### src/rtl/sbox_layer_sched_pkg.sv
// Shared types and constants for the PRESENT S-layer scheduler.
// Holds FSM encodings, nibble count and counter helpers.
package sbox_layer_sched_pkg;

  typedef enum logic [1:0] {
    S_IDLE,
    S_ISSUE,
    S_DRAIN,
    S_DONE
  } state_e;

  localparam int NIBBLES      = 16;
  localparam int SBOX_LAT_DEF = 4;
  localparam int CNT_W        = 5;

  localparam logic [CNT_W-1:0] CNT_MAX  = CNT_W'(NIBBLES);
  localparam logic [CNT_W-1:0] CNT_LAST = CNT_W'(NIBBLES - 1);

  function automatic logic [CNT_W-1:0] sat_inc(
    input logic [CNT_W-1:0] v
  );
    return (v == CNT_MAX) ? CNT_MAX : v + 1'b1;
  endfunction

endpackage

### src/rtl/sbox_layer_sched_shreg.sv
// One share of state: 64-bit load / shift-right-by-4 register.
// The insert nibble enters at [63:60] on every shift.
module share_nibble_shreg (
  input  logic        clk,
  input  logic        rst_n,
  input  logic        load,
  input  logic        shift,
  input  logic [63:0] load_val,
  input  logic [3:0]  ins,
  output logic [63:0] q
);

  always_ff @(posedge clk) begin
    if (!rst_n) begin
      q <= '0;
    end else if (load) begin
      q <= load_val;
    end else if (shift) begin
      q <= {ins, q[63:4]};
    end
  end

endmodule

### src/rtl/sbox_layer_sched.sv
// Feeds the 16 nibbles of a 3-share state through a shared masked S-box
// pipeline and reassembles the substituted shares.
module sbox_layer_sched
  import sbox_layer_sched_pkg::*;
#(
  parameter int SBOX_LAT = SBOX_LAT_DEF
) (
  input  logic        clk,
  input  logic        rst_n,
  input  logic        start,
  input  logic [63:0] state_in1,
  input  logic [63:0] state_in2,
  input  logic [63:0] state_in3,
  output logic        busy,
  output logic        done,
  output logic [63:0] state_out1,
  output logic [63:0] state_out2,
  output logic [63:0] state_out3,
  output logic [3:0]  sbox_in1,
  output logic [3:0]  sbox_in2,
  output logic [3:0]  sbox_in3,
  output logic        sbox_en,
  input  logic [3:0]  sbox_out1,
  input  logic [3:0]  sbox_out2,
  input  logic [3:0]  sbox_out3
);

  state_e state_q, state_d;

  logic [CNT_W-1:0]    issue_cnt;
  logic [CNT_W-1:0]    ret_cnt;
  logic [SBOX_LAT-1:0] vld_q;
  logic [SBOX_LAT-1:0] vld_d;
  logic [SBOX_LAT-1:0] vld_mid;

  logic accept;
  logic issue;
  logic cap;
  logic last_cap;
  logic unused_bits;

  logic [63:0] st_in  [3];
  logic [3:0]  sb_out [3];
  logic [3:0]  sb_in  [3];
  logic [63:0] in_q   [3];
  logic [63:0] out_q  [3];
  logic [63:0] res_q  [3];

  assign st_in[0]  = state_in1;
  assign st_in[1]  = state_in2;
  assign st_in[2]  = state_in3;
  assign sb_out[0] = sbox_out1;
  assign sb_out[1] = sbox_out2;
  assign sb_out[2] = sbox_out3;

  assign accept   = (state_q == S_IDLE) && start;
  assign issue    = (state_q == S_ISSUE);
  assign cap      = vld_q[SBOX_LAT-1];
  assign last_cap = cap && (ret_cnt == CNT_LAST);

  always_comb begin
    state_d = state_q;
    unique case (state_q)
      S_IDLE:  if (accept) state_d = S_ISSUE;
      S_ISSUE: if (issue_cnt == CNT_LAST) state_d = S_DRAIN;
      S_DRAIN: begin
        if (last_cap || ret_cnt == CNT_MAX) state_d = S_DONE;
      end
      S_DONE:  state_d = S_IDLE;
      default: state_d = S_IDLE;
    endcase
  end

  // The top tap is the capture strobe itself; the nibble there has
  // already left the pipeline, so it does not keep the enable high.
  always_comb begin
    vld_d                = vld_q << 1;
    vld_d[0]             = issue;
    vld_mid              = vld_q;
    vld_mid[SBOX_LAT-1]  = 1'b0;
  end

  assign sbox_en = issue | (|vld_mid);
  assign busy    = (state_q == S_ISSUE) || (state_q == S_DRAIN);
  assign done    = (state_q == S_DONE);

  always_ff @(posedge clk) begin
    if (!rst_n) begin
      state_q   <= S_IDLE;
      issue_cnt <= '0;
      ret_cnt   <= '0;
      vld_q     <= '0;
    end else begin
      state_q <= state_d;
      vld_q   <= vld_d;
      if (accept) begin
        issue_cnt <= '0;
        ret_cnt   <= '0;
      end else begin
        if (issue) issue_cnt <= sat_inc(issue_cnt);
        if (cap)   ret_cnt   <= sat_inc(ret_cnt);
      end
    end
  end

  always_ff @(posedge clk) begin
    if (!rst_n) begin
      for (int k = 0; k < 3; k++) res_q[k] <= '0;
    end else if (last_cap) begin
      for (int k = 0; k < 3; k++) begin
        res_q[k] <= {sb_out[k], out_q[k][63:4]};
      end
    end
  end

  for (genvar k = 0; k < 3; k++) begin : g_share
    share_nibble_shreg u_in (
      .clk      (clk),
      .rst_n    (rst_n),
      .load     (accept),
      .shift    (issue),
      .load_val (st_in[k]),
      .ins      (4'h0),
      .q        (in_q[k])
    );

    share_nibble_shreg u_out (
      .clk      (clk),
      .rst_n    (rst_n),
      .load     (accept),
      .shift    (cap),
      .load_val (64'h0),
      .ins      (sb_out[k]),
      .q        (out_q[k])
    );

    assign sb_in[k] = issue ? in_q[k][3:0] : 4'h0;
  end

  assign sbox_in1   = sb_in[0];
  assign sbox_in2   = sb_in[1];
  assign sbox_in3   = sb_in[2];
  assign state_out1 = res_q[0];
  assign state_out2 = res_q[1];
  assign state_out3 = res_q[2];

  assign unused_bits = ^{in_q[0][63:4], in_q[1][63:4], in_q[2][63:4],
                         out_q[0][3:0], out_q[1][3:0], out_q[2][3:0]};

endmodule

### config.mk
export PLATFORM = sky130hd
export DESIGN_NAME = sbox_layer_sched
export DESIGN_NICKNAME = d
export VERILOG_FILES = /design/src/rtl/sbox_layer_sched_pkg.sv /design/src/rtl/sbox_layer_sched_shreg.sv /design/src/rtl/sbox_layer_sched.sv
export SDC_FILE = /design/constraint.sdc
export NUM_CORES = 1
export LEC_CHECK = 0
export BUFFER_PORTS_ARGS = -buffer_cell sky130_fd_sc_hd__buf_2
export CAP_MARGIN = 20
export CORE_MARGIN = 1.5
export CORE_UTILIZATION = 45
export CTS_CLUSTER_DIAMETER = 60
export DETAILED_ROUTE_END_ITERATION = 16
export PLACE_DENSITY = 0.75
export RECOVER_POWER = 50
export SLEW_MARGIN = 15
export SYNTH_ARGS = -nofsm -noshare
export SYNTH_HDL_FRONTEND = slang
export SYNTH_SLANG_ARGS = --single-unit
export TNS_END_PERCENT = 10
### constraint.sdc
create_clock -name clk -period 9 [get_ports clk]
set_input_delay 1.8 -clock clk [delete_from_list [all_inputs] [get_ports clk]]
set_output_delay 1.8 -clock clk [all_outputs]
set_load 0.02 [all_outputs]
==> results of run 1 <==
==> worst max-delay path by stage <==
stage               slack (ns)                      to  cells past startpoint        from
finish                    2.76  g_share[1].u_out.q[49]                      5       rst_n
global route              2.31  g_share[1].u_out.q[49]                      5       rst_n
CTS                       4.38             sbox_in2[1]                      4  state_q[0]
detailed placement        4.61  g_share[1].u_out.q[49]                      5       rst_n
global placement          4.67  g_share[1].u_out.q[57]                      5       rst_n
floorplan                 2.07             res_q[0][0]                      4       rst_n
==> metal layers <==
| metal | part of all wire [%] | vias up | wire length (µm) |
|---|---|---|---|
| met2 | 49 | 350 | 23660 |
| met4 | 2.1 | 20 | 1028 |
| met5 | 0.24 | - | 117 |
| li1 | - | 7439 | - |
| met3 | 6.4 | 86 | 3134 |
| met1 | 43 | 7035 | 20700 |
==> area by class of cell <==
| class | instances | area, µm² |
|---|---|---|
| fill | 4478 | 24170 |
| sequential | 580 | 13540 |
| multi-input combinational | 1203 | 8728 |
| timing repair buffer | 425 | 1942 |
| clock buffer | 77 | 1644 |
| tap | 680 | 850.8 |
| clock inverter | 31 | 285.3 |
| inverter | 8 | 30.03 |
| antenna | 5 | 12.51 |
==> state kept, by name, summed over array words and instances, names as in the netlist <==
register and count:
issue_cnt 5, res_q 192, ret_cnt 5, g_share.u_out.q 180, g_share.u_in.q 192, state_q 2
vld_q 4
==> synthesized netlist by cell type, types with 18 or more instances <==
master    count  area, µm²
dfxtp_1     388       7767
buf_2        34      170.2
nor2_1      188      705.7
edfxtp_1    192       5766
o211a_1     180       1802
clkbuf_2     20      100.1
buf_1        18      67.56
mux2i_1     363       3633
clkbuf_1     28      105.1
buf_6        37      416.7
nand2_1     201      754.5
and2_1      210       1314
==> logic make-up after synthesis <==
group | Yosys count | share of synthesized area (%)
AO/OA/AOI/OAI | 202 | 8.478
AND/OR/NAND/NOR | 624 | 12.70
flip-flops | 580 | 58.22
buffers and inverters | 159 | 4.279
XOR/XNOR | 4 | 0.1508
adder cells (fa/ha/maj) | 10 | 0.5383
multiplexers | 363 | 15.63
==> through the flow <==
stage / util (%) / instances / setup slack (ns)
finish: 52.79 / 3009 / 2.760
global route: 52.79 / 3008 / 2.311
CTS: 53.30 / 3004 / 4.385
detailed placement: 49.53 / 2896 / 4.613
global placement: 49.53 / 2896 / 4.673
floorplan: - / 1942 / 2.066
==> placed cells by master, fill, tap and decap left out, drive strengths merged, types with 2 or more instances in the layout <==
cell	instances
o211a	180
xor2	3
and2	210
inv	9
nand2	201
edfxtp	192
nor2b	2
bufinv	2
nand3	2
buf	230
and3	3
nand4	2
a311oi	2
nor2	188
diode	5
clkbuf	272
a21boi	12
ha	10
mux2i	363
dfxtp	388
clkinvlp	3
a21oi	3
nand3b	12
clkinv	25
==> power by group <==
| group | switching [mW] | leakage [nW] | internal [mW] |
|---|---|---|---|
| combinational | 0.871 | 5.49 | 0.707 |
| clock | 1.02 | 0.948 | 1.35 |
| sequential | 0.186 | 5.15 | 3.03 |
==> results.md, run 1 <==
- Post-CTS Hold Buffers: 0
- Final setup violation count: 0
- CTS sink cnt: 580
- Detail Route Antenna Nets: 0
- CTS tree: done
- # rows: 83
- Core region area: approximately 0.05 mm²
- Clock transition at path regs: 0.06 ns
- Yosys warnings: 0
- Slew @ Worst Pin: 4.251 ns
- Drt via density: 4.962
- Hold WC Path Type: reg -> reg
- Fin crit period: 6.240 ns
- Asr flop ratio synth: 0%
- Hold WS: 0.4575 ns
- Met2 GRT Util: 30.21%
- Req. time, crit path: 9.45 ns
- GRT met1 Usage: 21.65%
- Final period util: 69.33%
- Maximum vdd drop: 0.0002025 V
- Worst Hold Launch: vld_q[0]
- Post-CTS setup buffer count: 0
- Largest net degree at the start of global routing: 267
- Synth unique cells: 36
- Final WL: between 40000 and 50000 µm
- Clock Latency Late Sink: around 0.61 ns
- Setup Skew: 0.01877 ns
- Crit path max fanout: 106
- FF-to-FF End: g_share[1].u_out.q[49]
- Area Growth Syn to Fin: 16.29%
- Max-cap violations: 4
- Post-synth EDFFs: 192
- Setup TNS: 0 ns
- Sequential area share after synthesis: roughly 58%
- Yosys reg bits: 580
- Detailed Place HPWL: between 30000 and 40000 µm
- Hold Path Depth: 1
- Pre-Repair DR Iteration Count: 5
- Initial Utilization: 45.40%
- Nets: between 2000 and 2500
- Hold path endpoint: vld_q[1]
- Final Slew Violations: 327
- Iteration-0 DRC count of the detailed router: about 800
- R2R Path Start: state_q[0]
- DRC Markers: 0
- Leakage: between 10 and 15 nW
- Synthesized Nets: 2159
- Endpoints failing hold: 0
- Slew headroom: -183.4%
- Worst reg2reg path depth: 6
- Die ar.: 0.05302 mm²
- Initial antenna violation count: 16
- Grt ovf: 0
- WP data arrival: ~6.7 ns
- Ys flop type: dfxtp_1
- Max Fclk: ~0.16 GHz
- # IOs: 414
- Post_cts resized: 0
- Share of cells above drive strength 1: 14.20%
- Clock root cell: clkbuf_16
- Die width: 230.3 µm
- Global-route wire length before repair: 76280 µm
- Crit path cell chain: buf_6 -> a21bo_2 -> clkbuf_1 -> buf_4 -> nor2_1
- Cell area power density: between 200 and 300 mW/mm²
- Critical path type: in -> reg
- Failing checks: capacitance limit, slew limit
- Wire length per cell: 16.17 µm
- Vias in the first global route: 14430
- Placed Area: 0.02536 mm²
- Crit path largest cell delay: 2.96 ns
- Design Area, Final: ~0.027 mm²
- Post-Syn Area per Cell: 11.97 µm²
- Worst setup EP type: flop
- Post-Syn Area: around 0.023 mm²
- GR Layer Usage met3: 5.134%
- GPL Wtd Cong: between 0.8 and 0.9
- Total Power: 7.161 mW
- Clock buffer depth: 3
- Die Ht: about 230 µm
- Num CTS Buffers: 58
- CP bufs+invs: 3
- Worst setup SP type: primary input
- GRT Total Usage: 17.73%
- Outcome: finished, violations left
- Gate Count Post-Synth: 1942
- Busiest grt layer: met2
- R2R Setup Slk: ~3.7 ns
- Vias: approximately 15000
- Slowest CP cell: clkbuf_1
- Crit-path leading delay family: buffers and inverters
- I/O Buffers: between 400 and 500
- H-tree depth: 2
- RSZ-0062 raised after global routing: false
Note: power is estimated with default switching activity, not from simulation.
==> run 2, diff against run 1 <==
--- a/config.mk
+++ b/config.mk
@@ -11,7 +11,7 @@
 export CORE_UTILIZATION = 45
 export CTS_CLUSTER_DIAMETER = 60
 export DETAILED_ROUTE_END_ITERATION = 16
-export PLACE_DENSITY = 0.75
+export PLACE_DENSITY = 0.77
 export RECOVER_POWER = 50
 export SLEW_MARGIN = 15
 export SYNTH_ARGS = -nofsm -noshare
==> constraint.sdc (replaced) <==
create_clock -name clk -period 5.48 [get_ports clk]
set_input_delay 1.096 -clock clk [delete_from_list [all_inputs] [get_ports clk]]
set_output_delay 1.096 -clock clk [all_outputs]
set_load 0.02 [all_outputs]
==> results.md, run 2 (same netlist as run 1, synthesis figures left out) <==
- Post_cts resized: 0 (unchanged)
- Num CTS Buffers: 57 (was 58)
- Crit path largest cell delay: 1.13 ns (was 2.96 ns)
- Failing checks: capacitance limit, slew limit (unchanged)
- Leakage: 11.71 nW (was 11.59 nW)
- # IOs: 414 (unchanged)
- Endpoints failing hold: 0 (unchanged)
- RSZ-0062 raised after global routing: false (unchanged)
- Post-CTS Hold Buffers: 0 (unchanged)
- Detail Route Antenna Nets: 0 (unchanged)
- Final period util: 73.76%
- # rows: 83 (unchanged)
- Global-route wire length before repair: 76490 µm (was 76280 µm)
- FF/Latch Area: 0.01354 mm² (unchanged)
- Worst setup EP type: flop (unchanged)
- Outcome: finished, violations left (unchanged)
- Cell area power density: 441.0 mW/mm² (was 264.9 mW/mm²)
- Setup Skew: 0.02182 ns (was 0.01877 ns)
- Slew @ Worst Pin: 2.930 ns (was 4.251 ns)
- Clock transition at path regs: 0.06 ns (about the same)
- Clock buffer depth: 3 (unchanged)
- GRT Total Usage: 17.88% (was 17.73%)
- Fin crit period: slightly above 4 ns
- GPL Wtd Cong: 0.8100 (was 0.8063)
- CTS sink cnt: 580 (unchanged)
- Crit path cell chain: ha_1 -> and3_1 -> ha_1 -> nand2_1 -> nand2_1 -> clkbuf_1 -> buf_16 (was buf_6 -> a21bo_2 -> clkbuf_1 -> buf_4 -> nor2_1)
- I/O Buffers: 413 (unchanged)
- Vias in the first global route: 14420 (was 14430)
- Max Fclk: ~0.25 GHz
- Vias: 15080 (was 14930)
- Initial Utilization: 45.40% (unchanged)
- WP data arrival: 4.30 ns (was 6.69 ns)
- Initial antenna violation count: 13 (was 16)
- Clock Latency Late Sink: 0.61 ns (about the same)
- H-tree depth: 2 (unchanged)
- Wire length per cell: 16.34 µm (was 16.17 µm)
- Die Ht: 230.3 µm (unchanged)
- Crit path max fanout: 65 (was 106)
- Hold WC Path Type: reg -> reg (unchanged)
- Commonest non-fill, non-tap cell in the layout: dfxtp_1 (unchanged)
- Setup TNS: 0 ns (unchanged)
- Iteration-0 DRC count of the detailed router: 800 (was 799)
- Largest net degree at the start of global routing: 189 (was 267)
- Req. time, crit path: 5.74 ns (was 9.45 ns)
- Multi-input logic area: 0.008733 mm² (was 0.008728 mm²)
- Nets: 2496 (was 2493)
- Pre-Repair DR Iteration Count: 4 (was 5)
- Max-cap violations: 3 (was 4)
- Area Growth Syn to Fin: 16.92% (was 16.29%)
- Grt ovf: 0 (unchanged)
- Die width: 230.3 µm (unchanged)
- Fillers: 4419 (was 4478)
- Critical path type: reg -> reg (was in -> reg)
- Total Power: 11.99 mW (was 7.161 mW)
- Slowest CP cell: nand2_1 (was clkbuf_1)
- Clock root cell: clkbuf_16 (unchanged)
- Final WL: 49210 µm (was 48640 µm)
- Final setup violation count: 0 (unchanged)
- Share of cells above drive strength 1: 14.22% (was 14.20%)
- Final Slew Violations: 275 (was 327)
- Most frequent cells in the layout: 387 x dfxtp_1, 363 x mux2i_1, 220 x buf_2 (was 387 x dfxtp_1, 363 x mux2i_1, 218 x buf_2)
- Worst setup SP type: flop (was primary input)
- DRC Markers: 0 (unchanged)
- Post-CTS setup buffer count: 0 (unchanged)
- Drt via density: 5.010 (was 4.962)
- Biggest regs: g_share.u_in.q: 192 flops, res_q: 192 flops, g_share.u_out.q: 180 flops (unchanged)
- Die ar.: 0.05302 mm² (unchanged)
- Maximum vdd drop: 0.0003208 V (was 0.0002025 V)
- Slew headroom: -95.36% (was -183.4%)
- Detailed Place HPWL: 32340 µm (was 31800 µm)
- Core region area: 0.05120 mm² (unchanged)
- CTS tree: done (unchanged)
[run 2: cell count changes in the layout (fill, tap and decap cells not counted), moves of 3 or more]
cell       delta
and2_1       +40
clkinv_2      -3
clkinv_4      -3
and2_0       -40
bufinv_16     +6
clkbuf_1      +3
[run 2: layout make-up]
class / instances / share of cell area [%]
flip-flops and latches: 580 / 49.81
multi-input cells: 1203 / 32.13
repair buffers: 429 / 7.431
well taps: 680 / 3.131
inverters: 8 / 0.1105
clock inverters: 27 / 1.331
clock buffers: 80 / 6.017
diodes: 4 / 0.03683
[run 2: final timing paths]
check,startpoint,end,slack [ns],depth (start not counted)
worst max-delay path,ret_cnt[0],res_q[0][110],1.44,7
worst min-delay path,vld_q[1],vld_q[2],0.46,1
worst max register to register,ret_cnt[0],res_q[0][110],1.44,7
worst min register to register,vld_q[1],vld_q[2],0.46,1
[run 2: report_power, final]
group          leakage, nW  switching (mW)  internal [mW]  total, mW
Combinational         5.58            1.45           1.17       2.62
Clock                0.979            1.62           2.46       4.08
Sequential            5.15           0.313           4.97       5.28
[run 2: metal layers]
layer,up-vias,routed length (µm),global-route usage (%),share of wire (%)
li1,7463,-,-,-
met3,91,3291,4.588,6.7
met2,408,23710,30.41,48
met1,7106,20820,21.93,42
met4,16,1280,6.230,2.6
met5,-,108,0,0.22
[run 2: worst max-delay path, delay by kind of cell, from the launching register on]
| family | cells | cell delay (ns) |
|---|---|---|
| simple gates | 3 | 1.40 |
| buf+inv | 2 | 1.50 |
| flops | 1 | 0.39 |
| fa+ha+maj | 2 | 0.36 |
[run 2: through the flow]
step / cells / area (µm²) / hold slack (ns) / utilization, % / setup slack (ns)
after CTS: 3006 / 27430 / 0.4634 / 53.57 / 1.894
after global routing: 3010 / 27170 / 0.4845 / 53.08 / 1.122
final: 3011 / 27180 / 0.4573 / 53.08 / 1.438
after detailed placement: 2899 / 25430 / 0.4460 / 49.67 / 2.005
after global placement: 2899 / 25430 / 0.4368 / 49.67 / 2.043
after floorplan: 1942 / 23250 / 0.4260 / - / 1.161
==> run 3, diff against run 2 <==
==> constraint.sdc (replaced) <==
create_clock -name clk -period 3.4 [get_ports clk]
set_input_delay 0.68 -clock clk [delete_from_list [all_inputs] [get_ports clk]]
set_output_delay 0.68 -clock clk [all_outputs]
set_load 0.02 [all_outputs]
==> results.md, run 3 (same netlist as run 1, synthesis figures left out) <==
- Endpoints failing hold: 0 (unchanged)
- H-tree depth: 2 (unchanged)
- Slew @ Worst Pin: 1.933 ns (was 2.930 ns)
- Num CTS Buffers: 59 (was 57)
- Met2 GRT Util: 29.97% (was 30.41%)
- RSZ-0062 raised after global routing: false (unchanged)
- Fin crit period: 2.957 ns (was 4.042 ns)
- Post-CTS setup buffer count: 0 (unchanged)
- Final setup margin: 0.4426 ns (was 1.438 ns)
- Detail Route Antenna Nets: 0 (unchanged)
- Share of cells above drive strength 1: 14.65% (was 14.22%)
- Cell area power density: 702.7 mW/mm² (was 441.0 mW/mm²)
- WP data arrival: 3.26 ns (was 4.30 ns)
- Nets: 2512 (was 2496)
- Hold WC Path Type: in -> reg (was reg -> reg)
- Clock transition at path regs: 0.06 ns (about the same)
- Initial antenna violation count: 16 (was 13)
- GR Layer Usage met3: 4.973% (was 4.588%)
- Global-route wire length before repair: 76840 µm (was 76490 µm)
- Final Slew Violations: 277 (was 275)
- Clock root cell: clkbuf_16 (unchanged)
- Final WL: 49530 µm (was 49210 µm)
- Final setup violation count: 0 (unchanged)
- Grt ovf: 0 (unchanged)
- Pre-Repair DR Iteration Count: 6 (was 4)
- Maximum vdd drop: 0.0004882 V (was 0.0003208 V)
- Leakage: 11.76 nW (was 11.71 nW)
- Internal power: 13.67 mW (was 8.600 mW)
- Fillers: 4328 (was 4419)
- Worst setup SP type: flop (unchanged)
- Crit path max fanout: 58 (was 65)
- Multi-input logic area: 0.008740 mm² (was 0.008733 mm²)
- Worst setup EP type: flop (unchanged)
- Most frequent cells in the layout: 387 x dfxtp_1, 363 x mux2i_1, 220 x buf_2 (unchanged)
- Switching power: 5.551 mW (was 3.385 mW)
- Total Power: 19.22 mW (was 11.99 mW)
- Setup Skew: 0.02591 ns (was 0.02182 ns)
- I/O Buffers: 413 (unchanged)
- Placed Area: 0.02565 mm² (was 0.02543 mm²)
- Setup TNS: 0 ns (unchanged)
- Core region area: 0.05120 mm² (unchanged)
- Sw frac: 28.88% (was 28.24%)
- Post-Place Worst Slack: 1.095 ns (was 2.005 ns)
- Wire length per cell: 16.35 µm (was 16.34 µm)
- Area Growth Syn to Fin: 17.69% (was 16.92%)
- GRT Total Usage: 18.02% (was 17.88%)
- Clock Latency Late Sink: 0.62 ns (was 0.61 ns)
- Max-cap violations: 3 (unchanged)
- FF/Latch Area: 0.01354 mm² (unchanged)
- Design Area, Final: 0.02736 mm² (was 0.02718 mm²)
- Layout Utilization: 53.43% (was 53.08%)
- Req. time, crit path: 3.71 ns (was 5.74 ns)
- Max Fclk: 0.3381 GHz (was 0.2474 GHz)
- GRT met1 Usage: 22.64% (was 21.93%)
- Die ar.: 0.05302 mm² (unchanged)
- Initial Utilization: 45.40% (unchanged)
- Final period util: 86.98% (was 73.76%)
- Post_cts resized: 0 (unchanged)
- Busiest grt layer: met2 (unchanged)
- Vias in the first global route: 14580 (was 14420)
- Drt via density: 5.010 (about the same)
- Outcome: finished, violations left (unchanged)
- Commonest non-fill, non-tap cell in the layout: dfxtp_1 (unchanged)
- Comb pwr share: 22.1% (was 21.9%)
- # IOs: 414 (unchanged)
- Detailed Place HPWL: 33260 µm (was 32340 µm)
- CTS tree: done (unchanged)
- Critical path type: reg -> reg (unchanged)
- Die width: 230.3 µm (unchanged)
- CTS sink cnt: 580 (unchanged)
- GPL Wtd Cong: 0.8419 (was 0.8100)
- Clock share of power: 33.5% (was 34.1%)
- Sequential fraction of design power: 44.3% (was 44.1%)
- Largest net degree at the start of global routing: 177 (was 189)
- Slew headroom: -28.85% (was -95.36%)
- Die Ht: 230.3 µm (unchanged)
- Post-CTS Hold Buffers: 0 (unchanged)
- DRC Markers: 0 (unchanged)
- Clock buffer depth: 3 (unchanged)
- Failing checks: capacitance limit, slew limit (unchanged)
- Biggest regs: g_share.u_in.q: 192 flops, res_q: 192 flops, g_share.u_out.q: 180 flops (unchanged)
- # rows: 83 (unchanged)
- Vias: 15180 (was 15080)
- Iteration-0 DRC count of the detailed router: 747 (was 800)
run 3: changes by cell type in the layout (fill, tap and decap cells not counted), moves of 3 or more:
cell       delta
buf_4         +3
clkbuf_8      -3
clkbuf_1      +3
buf_12        +9
and2_1       -30
clkinv_4      +3
diode_2       +3
and2_0       +30
bufinv_16     -3
run 3: cell type report:
| class | instances | area share [%] |
|---|---|---|
| flip-flops and latches | 580 | 49.48 |
| multi-input cells | 1203 | 31.95 |
| repair buffers | 443 | 8.041 |
| clock buffers | 78 | 5.918 |
| well taps | 680 | 3.110 |
| clock inverters | 30 | 1.326 |
| inverters | 8 | 0.1098 |
| diodes | 7 | 0.06403 |
run 3: final timing paths:
| path | start | endpoint | slack [ns] | cells past startpoint |
|---|---|---|---|---|
| worst min-delay path | state_in3[0] | g_share[2].u_in.q[0] | 0.31 | 2 |
| worst max-delay path | ret_cnt[0] | res_q[0][34] | 0.44 | 6 |
| worst max register to register | ret_cnt[0] | res_q[0][34] | 0.44 | 6 |
| worst min register to register | vld_q[0] | vld_q[1] | 0.46 | 1 |
run 3: metrics by stage:
step	std cells	hold slack [ns]
floorplan	1942	0.4260
global placement	2914	0.4415
detailed placement	2914	0.4470
CTS	3022	0.2728
global route	3025	0.2842
finish	3029	0.3110
run 3: worst max-delay path, cell delays in order, from the launching register on:
cell and delay (ns):
dfxtp_1 0.38, ha_1 0.18, and3_1 0.16, ha_1 0.15, nand2_1 0.15, nand2_2 1.15, buf_4 0.43
run 3: routing by layer:
| metal | wire length [µm] | vias to the layer above | part of all wire, % |
|---|---|---|---|
| met2 | 23470 | 480 | 47 |
| met5 | 114 | - | 0.23 |
| met3 | 3650 | 118 | 7.4 |
| met4 | 1311 | 20 | 2.6 |
| met1 | 20980 | 7061 | 42 |
| li1 | - | 7497 | - |
run 3: power groups by stage:
stage          combinational, mW  sequential [mW]  clock, mW
3_3_place_gp                4.15             8.64          0
4_1_cts                     4.31             8.53       6.59
3_5_place_dp                4.28             8.68          0
2_1_floorplan               3.62             8.57          0
5_1_grt                     4.72             8.62       6.87
6_report                    4.25             8.52       6.45
